===== config.mk =====
export PLATFORM = sky130hd
export DESIGN_NAME = wb2axi
export DESIGN_NICKNAME = d
export VERILOG_FILES = /design/src/rtl/axi_wb_pkg.sv /design/src/rtl/wb2axi.sv
export SDC_FILE = /design/constraint.sdc
export NUM_CORES = 1
export LEC_CHECK = 0
export CAP_MARGIN = 20
export CORE_AREA = 2 2 138 140
export DETAILED_ROUTE_END_ITERATION = 6
export DIE_AREA = 0 0 140 142
export PLACE_DENSITY_LB_ADDON = 0.2
export SYNTH_ARGS = -nofsm -noshare
export SYNTH_HDL_FRONTEND = slang
export SYNTH_SLANG_ARGS = --single-unit

===== constraint.sdc =====
create_clock -name i_clk -period 4.3 [get_ports i_clk]
set_input_delay 0.86 -clock i_clk [delete_from_list [all_inputs] [get_ports i_clk]]
set_output_delay 0.86 -clock i_clk [all_outputs]
set_load 0.005 [all_outputs]

===== src/rtl/axi_wb_pkg.sv =====
// Shared definitions for the Wishbone <-> AXI bridges: bridge FSM states,
// AXI response/burst/size encodings and a response classification helper.
package axi_wb_pkg;

    typedef enum logic [2:0] {
        IDLE = 3'd0,
        WR   = 3'd1,
        WB   = 3'd2,
        RD   = 3'd3,
        RW   = 3'd4,
        DONE = 3'd5
    } state_t;

    localparam logic [1:0] RESP_OKAY   = 2'b00;
    localparam logic [1:0] RESP_SLVERR = 2'b10;
    localparam logic [1:0] RESP_DECERR = 2'b11;
    localparam logic [1:0] BURST_INCR  = 2'b01;
    localparam logic [2:0] SIZE_4B     = 3'b010;

    // SLVERR and DECERR both have the upper response bit set.
    function automatic logic resp_is_err(input logic [1:0] resp);
        return resp[1];
    endfunction

endpackage


===== src/rtl/wb2axi.sv =====
// Wishbone classic slave to AXI4 master bridge. Each 32-bit Wishbone access
// becomes one single-beat AXI transaction on a 64-bit data bus; only one
// transaction is ever outstanding.
// Optional feature macro: WB2AXI_ERR_EN -- when defined, SLVERR/DECERR
// responses terminate the Wishbone cycle with o_wb_err instead of o_wb_ack.
module wb2axi
    import axi_wb_pkg::*;
#(
    parameter int AW = 32,
    parameter int IW = 1,
    parameter int ID = 0
) (
    input  logic            i_clk,
    input  logic            i_rst_n,

    input  logic [AW-3:0]   i_wb_adr,
    input  logic [31:0]     i_wb_dat,
    input  logic [3:0]      i_wb_sel,
    input  logic            i_wb_we,
    input  logic            i_wb_cyc,
    input  logic            i_wb_stb,
    output logic [31:0]     o_wb_rdt,
    output logic            o_wb_ack,
    output logic            o_wb_err,

    output logic [AW-1:0]   o_awaddr,
    output logic [IW-1:0]   o_awid,
    output logic [7:0]      o_awlen,
    output logic [2:0]      o_awsize,
    output logic [1:0]      o_awburst,
    output logic            o_awvalid,
    input  logic            i_awready,

    output logic [63:0]     o_wdata,
    output logic [7:0]      o_wstrb,
    output logic            o_wlast,
    output logic            o_wvalid,
    input  logic            i_wready,

    input  logic [IW-1:0]   i_bid,
    input  logic [1:0]      i_bresp,
    input  logic            i_bvalid,
    output logic            o_bready,

    output logic [AW-1:0]   o_araddr,
    output logic [IW-1:0]   o_arid,
    output logic [7:0]      o_arlen,
    output logic [2:0]      o_arsize,
    output logic [1:0]      o_arburst,
    output logic            o_arvalid,
    input  logic            i_arready,

    input  logic [63:0]     i_rdata,
    input  logic [IW-1:0]   i_rid,
    input  logic [1:0]      i_rresp,
    input  logic            i_rlast,
    input  logic            i_rvalid,
    output logic            o_rready
);

    state_t state;
    logic   wb_live;
    logic   bresp_err;
    logic   rresp_err;
    logic   unused_ok;

    assign o_awid    = IW'(ID);
    assign o_arid    = IW'(ID);
    assign o_awlen   = 8'd0;
    assign o_arlen   = 8'd0;
    assign o_awsize  = SIZE_4B;
    assign o_arsize  = SIZE_4B;
    assign o_awburst = BURST_INCR;
    assign o_arburst = BURST_INCR;
    assign o_wlast   = 1'b1;

    // A master that has abandoned its cycle gets no termination pulse.
    assign wb_live = i_wb_cyc && i_wb_stb;

    // IDs and rlast carry no information for single-beat, single-ID traffic.
    assign unused_ok = ^{i_bid, i_rid, i_rlast, i_bresp, i_rresp};

`ifdef WB2AXI_ERR_EN
    logic err_q;

    assign bresp_err = resp_is_err(i_bresp);
    assign rresp_err = resp_is_err(i_rresp);

    // Error pulse is timed exactly like the ack pulse it replaces.
    always_ff @(posedge i_clk or negedge i_rst_n) begin
        if (!i_rst_n)
            err_q <= 1'b0;
        else
            err_q <= wb_live &&
                     (((state == WB) && i_bvalid && bresp_err) ||
                      ((state == RW) && i_rvalid && rresp_err));
    end

    assign o_wb_err = err_q;
`else
    assign bresp_err = 1'b0;
    assign rresp_err = 1'b0;
    assign o_wb_err  = 1'b0;
`endif

    // Transaction sequencer: launch on a fresh strobe, run the AXI handshakes,
    // then terminate the Wishbone cycle for exactly one clock.
    always_ff @(posedge i_clk or negedge i_rst_n) begin
        if (!i_rst_n) begin
            state     <= IDLE;
            o_awvalid <= 1'b0;
            o_wvalid  <= 1'b0;
            o_bready  <= 1'b0;
            o_arvalid <= 1'b0;
            o_rready  <= 1'b0;
            o_wb_ack  <= 1'b0;
            o_wb_rdt  <= '0;
            o_awaddr  <= '0;
            o_araddr  <= '0;
            o_wdata   <= '0;
            o_wstrb   <= '0;
        end else begin
            case (state)
                IDLE: begin
                    if (wb_live && !o_wb_ack) begin
                        if (i_wb_we) begin
                            state     <= WR;
                            o_awvalid <= 1'b1;
                            o_wvalid  <= 1'b1;
                            o_awaddr  <= {i_wb_adr, 2'b00};
                            o_wdata   <= {i_wb_dat, i_wb_dat};
                            o_wstrb   <= i_wb_adr[0] ? {i_wb_sel, 4'h0} : {4'h0, i_wb_sel};
                        end else begin
                            state     <= RD;
                            o_arvalid <= 1'b1;
                            o_araddr  <= {i_wb_adr, 2'b00};
                        end
                    end
                end
                WR: begin
                    if (i_awready)
                        o_awvalid <= 1'b0;
                    if (i_wready)
                        o_wvalid <= 1'b0;
                    if ((!o_awvalid || i_awready) && (!o_wvalid || i_wready)) begin
                        state    <= WB;
                        o_bready <= 1'b1;
                    end
                end
                WB: begin
                    if (i_bvalid) begin
                        state    <= DONE;
                        o_bready <= 1'b0;
                        o_wb_ack <= wb_live && !bresp_err;
                    end
                end
                RD: begin
                    if (i_arready) begin
                        state     <= RW;
                        o_arvalid <= 1'b0;
                        o_rready  <= 1'b1;
                    end
                end
                RW: begin
                    if (i_rvalid) begin
                        state    <= DONE;
                        o_rready <= 1'b0;
                        o_wb_rdt <= o_araddr[2] ? i_rdata[63:32] : i_rdata[31:0];
                        o_wb_ack <= wb_live && !rresp_err;
                    end
                end
                DONE: begin
                    state    <= IDLE;
                    o_wb_ack <= 1'b0;
                end
                default: begin
                    state <= IDLE;
                end
            endcase
        end
    end

endmodule


Yosys cells after proc, flatten, opt, wreduce, memory -nomap -nowiden
Index checks and enable logic that the tools add are counted.

cells by class
  eq/ne operators = 14
  multiplexer cells = 28
  bitwise logic cells = 1
  reductions and logical operators = 24

operators with widths
  kind                count
  $mux 32             1
  $ne 2x2->1 const B  9
  $mux 3              5
  $pmux 3 s5          1
  $reduce_and 3->1    5
  $mux 1              13
  $reduce_and 4->1    3
  $pmux 1 s2          5
  $mux 8              1
  $reduce_bool 2->1   4
  $eq 3x2->1 const B  2
  $eq 3x3->1 const B  2
  $reduce_and 5->1    1
  $eq 3x1->1 const B  1
  $logic_and 1x1->1   3
  $logic_not 1->1     3
  $logic_not 3->1     1
  $pmux 1 s3          1
  $reduce_bool 3->1   1
  $logic_or 1x1->1    2
  $mux 2              1
  $reduce_and 2->1    1
  $not 1->1           1

word-level totals
  register bits = 173
  bits of input ports = 147
  output and inout bits = 204
  logic and storage cells = 79

Logic depth before layout (Yosys ltp)
  depth in word-level cells = 5
  depth in mapped cells = 7
  depth with buffers taken out = 4

Least setup slack after synthesis
OpenSTA, ideal clock, no wires.

  kind = input to register
  start = input port i_wb_cyc
  end = register o_awaddr[10]
  data arrival time = 2003 ps
  path slack = 2172 ps
  stages on the path = 5
  buffers on the path = 2
  path through = nand2_1 or4b_1 buf_4 buf_6 mux2_4

between the ends
  longest elaborated chain between the ends = 3

ends and longest elaborated chain
  item                        RTL line       text
  from (decl)                 wb2axi.sv:20   input logic i_wb_cyc,
  $logic_and 1x1->1           wb2axi.sv:78   assign wb_live = i_wb_cyc && i_wb_stb;
  $logic_and 1x1->1           wb2axi.sv:125  if (wb_live && !o_wb_ack) begin
  $reduce_and 3->1 (no line)  n/a
  to (signal assigned)        wb2axi.sv:130  o_awaddr <= {i_wb_adr, 2'b00};
  to (decl)                   wb2axi.sv:26   output logic [AW-1:0] o_awaddr,

Every way passes these cells.
A chain may end at the register's enable or synchronous reset.

Worst setup path in the final report
  start = input port i_wb_cyc
  end = register o_wdata[42]

between the ends
  longest elaborated chain between the ends = 3

ends and longest elaborated chain
  item                        RTL line       text
  $logic_and 1x1->1           wb2axi.sv:78
  $logic_and 1x1->1           wb2axi.sv:125
  $reduce_and 3->1 (no line)  n/a
  to (signal assigned)        wb2axi.sv:131  o_wdata <= {i_wb_dat, i_wb_dat};
  to (decl)                   wb2axi.sv:34   output logic [63:0] o_wdata,

Every way passes these cells.

==> impl_metrics.env <==
export IMPL_status="finished with violations"
export IMPL_violations="design-rule violations"
export IMPL_stdcell_count=1015
export IMPL_synthAdderAreaFrac=0
export IMPL_rsz0062_at_grt="false"
export IMPL_port_buffers=309
export IMPL_die_h_um=142
export IMPL_dieArea_um2=19900
export IMPL_clk_pin_slew_ns=0.06
export IMPL_synthArstFlopShare=1.00
export IMPL_reg2reg_from="state[0]"
export IMPL_cap_violations=0
export IMPL_cp_start_kind="input port"
export IMPL_hpwl_um=12400
export IMPL_gp_congestion=0.793
export IMPL_cts_resized=0
export IMPL_grt_max_degree=95
export IMPL_ys_top_cells_by_area="dfrtp_1 (55%), mux2_4 (14%), buf_4 (7.8%)"
export IMPL_synth_yosys_warnings=0
export IMPL_yosys_area_share_simple=0.0463
export IMPL_drive_gt1_frac=0.173
export IMPL_finClkSkew_ns=0.00778
export IMPL_post_route_min_period_ns=2.70
export IMPL_initial_core_util=0.349
export IMPL_peakVddDrop_mv=0.355
export IMPL_insertion_delay_ns=0.42
export IMPL_reg2reg_to="o_wdata[42]"
export IMPL_critical_path_max_fanout=38
export IMPL_drtPass1Iterations=7
export IMPL_wirelength_um=16700
export IMPL_setup_violations=0
export IMPL_worst_setup_path_type="in -> reg"
export IMPL_required_ns=4.60
export IMPL_synthXorXnorAreaFrac=0
export IMPL_arrival_ns=3.00
export IMPL_tns_ns=0
export IMPL_max_slew_margin_rel=0.426
export IMPL_num_vias=4576
export IMPL_ant_nets=0
export IMPL_p_leak_nw=4.47
export IMPL_rows=50
export IMPL_fmax_mhz=370
export IMPL_worst_r2r_path_depth=4
export IMPL_cts_buffer_depth=2
export IMPL_timing_final_crit_share=0.628
export IMPL_syn2layout_area_growth_pct=55.7
export IMPL_postSynthCellCount=494
export IMPL_synth_top_family_by_area="multiplexers"
export IMPL_drc_errors=25
export IMPL_ys_seq_area_frac=0.548
export IMPL_wl_met3_um=1590
export IMPL_whs_endpoint="o_wstrb[0]"
export IMPL_synth_edf_count=0
export IMPL_cts_tree="built"
export IMPL_synth_most_common_cell="dfrtp_1"
export IMPL_r2r_setup_slack_ns=1.63
export IMPL_synth_area_mux_share=0.249
export IMPL_clock_tree_root_cell="clkbuf_16"
export IMPL_grt_pass1_vias=4709
export IMPL_n_antenna_cell=0
export IMPL_clkSinkCount=141
export IMPL_wl_per_cell_um=16.4
export IMPL_p_per_area_nw_per_um2=707
export IMPL_wl_met1_um=6310
export IMPL_hold_viol=0
export IMPL_cts_buffers=17
export IMPL_crit_start="i_wb_cyc"
export IMPL_worstMarginPinSlew_ns=0.861
export IMPL_synth_main_ff_cell="dfrtp_1"
export IMPL_final_nets=915
export IMPL_fp_coreArea_um2=18500
export IMPL_antenna_found_initial=1
export IMPL_post_cts_buffers=0
export IMPL_post_place_ws_ns=1.15
export IMPL_hp_start="o_wstrb[0]"
export IMPL_grt_overflow=0
export IMPL_htreeDepth=4
export IMPL_synth_top_cell_by_area="dfrtp_1"
export IMPL_min_path_type="reg -> reg"
export IMPL_route_met2_wl_um=8400
export IMPL_grtUsageTotal=0.166
export IMPL_min_path_cells=2
export IMPL_die_w_um=140
export IMPL_pin_count=351
export IMPL_p_total_mw=7.09
export IMPL_yosys_register_bits=141
export IMPL_grt_pass1_wl_um=25700
export IMPL_fin_ws_ns=1.60
export IMPL_synth_top_cells_by_count="dfrtp_1 (141), buf_4 (67), mux2_4 (62)"
export IMPL_synth_top_area_share=0.548
export IMPL_endpoint_kind="register"
export IMPL_hold_buffers=0
export IMPL_fillers=1567
export IMPL_dp_cells=982
export IMPL_viasPerCell=4.51
export IMPL_drtIter0Drc=176
export IMPL_ys_types=30
export IMPL_syn_area_um2=6440
export IMPL_route_top_layer_used="met5"
export IMPL_synth_compound_area_frac=0.0507
export IMPL_avgSynthCellArea_um2=13.0
export IMPL_final_max_slew_viol_count=0
-- flip-flops by register name, summed over array words and instances (netlist names) --
name and flops:
o_araddr 30, o_wb_rdt 32, o_awvalid 1, state 3
o_bready 1, o_wb_ack 1, o_rready 1, o_arvalid 1
o_wvalid 1, o_wstrb 8, o_wdata 32, o_awaddr 30
-- cell families after synthesis --
group	after synthesis
and+or+nand+nor	68
other	2
AOI/OAI and AO/OA	60
DFF	141
buffers and inverters	98
muxes	125
-- routing by layer --
metal	vias up	track usage
met5	-	0
met2	206	0.284
met4	2	0.0638
li1	2135	-
met3	27	0.0710
met1	2206	0.184
-- layout by cell type, fill, tap and decap left out, types with 4 or more instances in the layout --
cell type          n
a21oi_1           36
buf_4              6
bufinv_16          5
clkbuf_16         17
clkdlybuf4s50_1  308
clkinv_4           4
conb_1            34
dfrtp_1          140
inv_1              5
mux2_2            30
mux2_4            62
mux2i_1           32
nand2_1           18
nand2b_1           6
nor2_1            37
o21ai_0           14
-- worst max path at each step --
stage / endpoint / depth (start not counted)
after global routing: o_wdata[38] / 5
after global placement: o_wdata[60] / 5
after detailed placement: o_awaddr[19] / 5
after floorplan: o_awaddr[10] / 5
after CTS: o_awaddr[8] / 5
final: o_wdata[42] / 5
-- final cells by class --
class | instances | area, µm² | share of cell area
Multi-Input combinational cell | 287 | 2360 | 0.236
Clock inverter | 12 | 210 | 0.0210
Tap cell | 234 | 293 | 0.0292
Timing Repair Buffer | 316 | 3160 | 0.315
Sequential cell | 141 | 3530 | 0.352
Inverter | 5 | 18.8 | 0.00187
Clock buffer | 20 | 447 | 0.0446
-- where the power goes --
part	switching [mW]	total [mW]	internal, mW
combinational	0.953	3.06	2.11
sequential	0.432	2.40	1.97
clock	0.572	1.62	1.05
-- stage by stage --
stage               utilization  cell area [µm²]  hold WS (ns)
floorplan                     -             6560         0.473
global placement          0.506             9340         0.468
detailed placement        0.506             9340         0.471
CTS                       0.542            10000         0.483
global route              0.543            10000         0.514
finish                    0.543            10000         0.478
-- critical path, cell delays in order --
cell and delay (ns):
clkdlybuf4s50_1 0.46, nand2_1 0.13, or4b_4 0.79, buf_4 0.38, mux2_4 0.35
(Power assumes the default switching activity.)
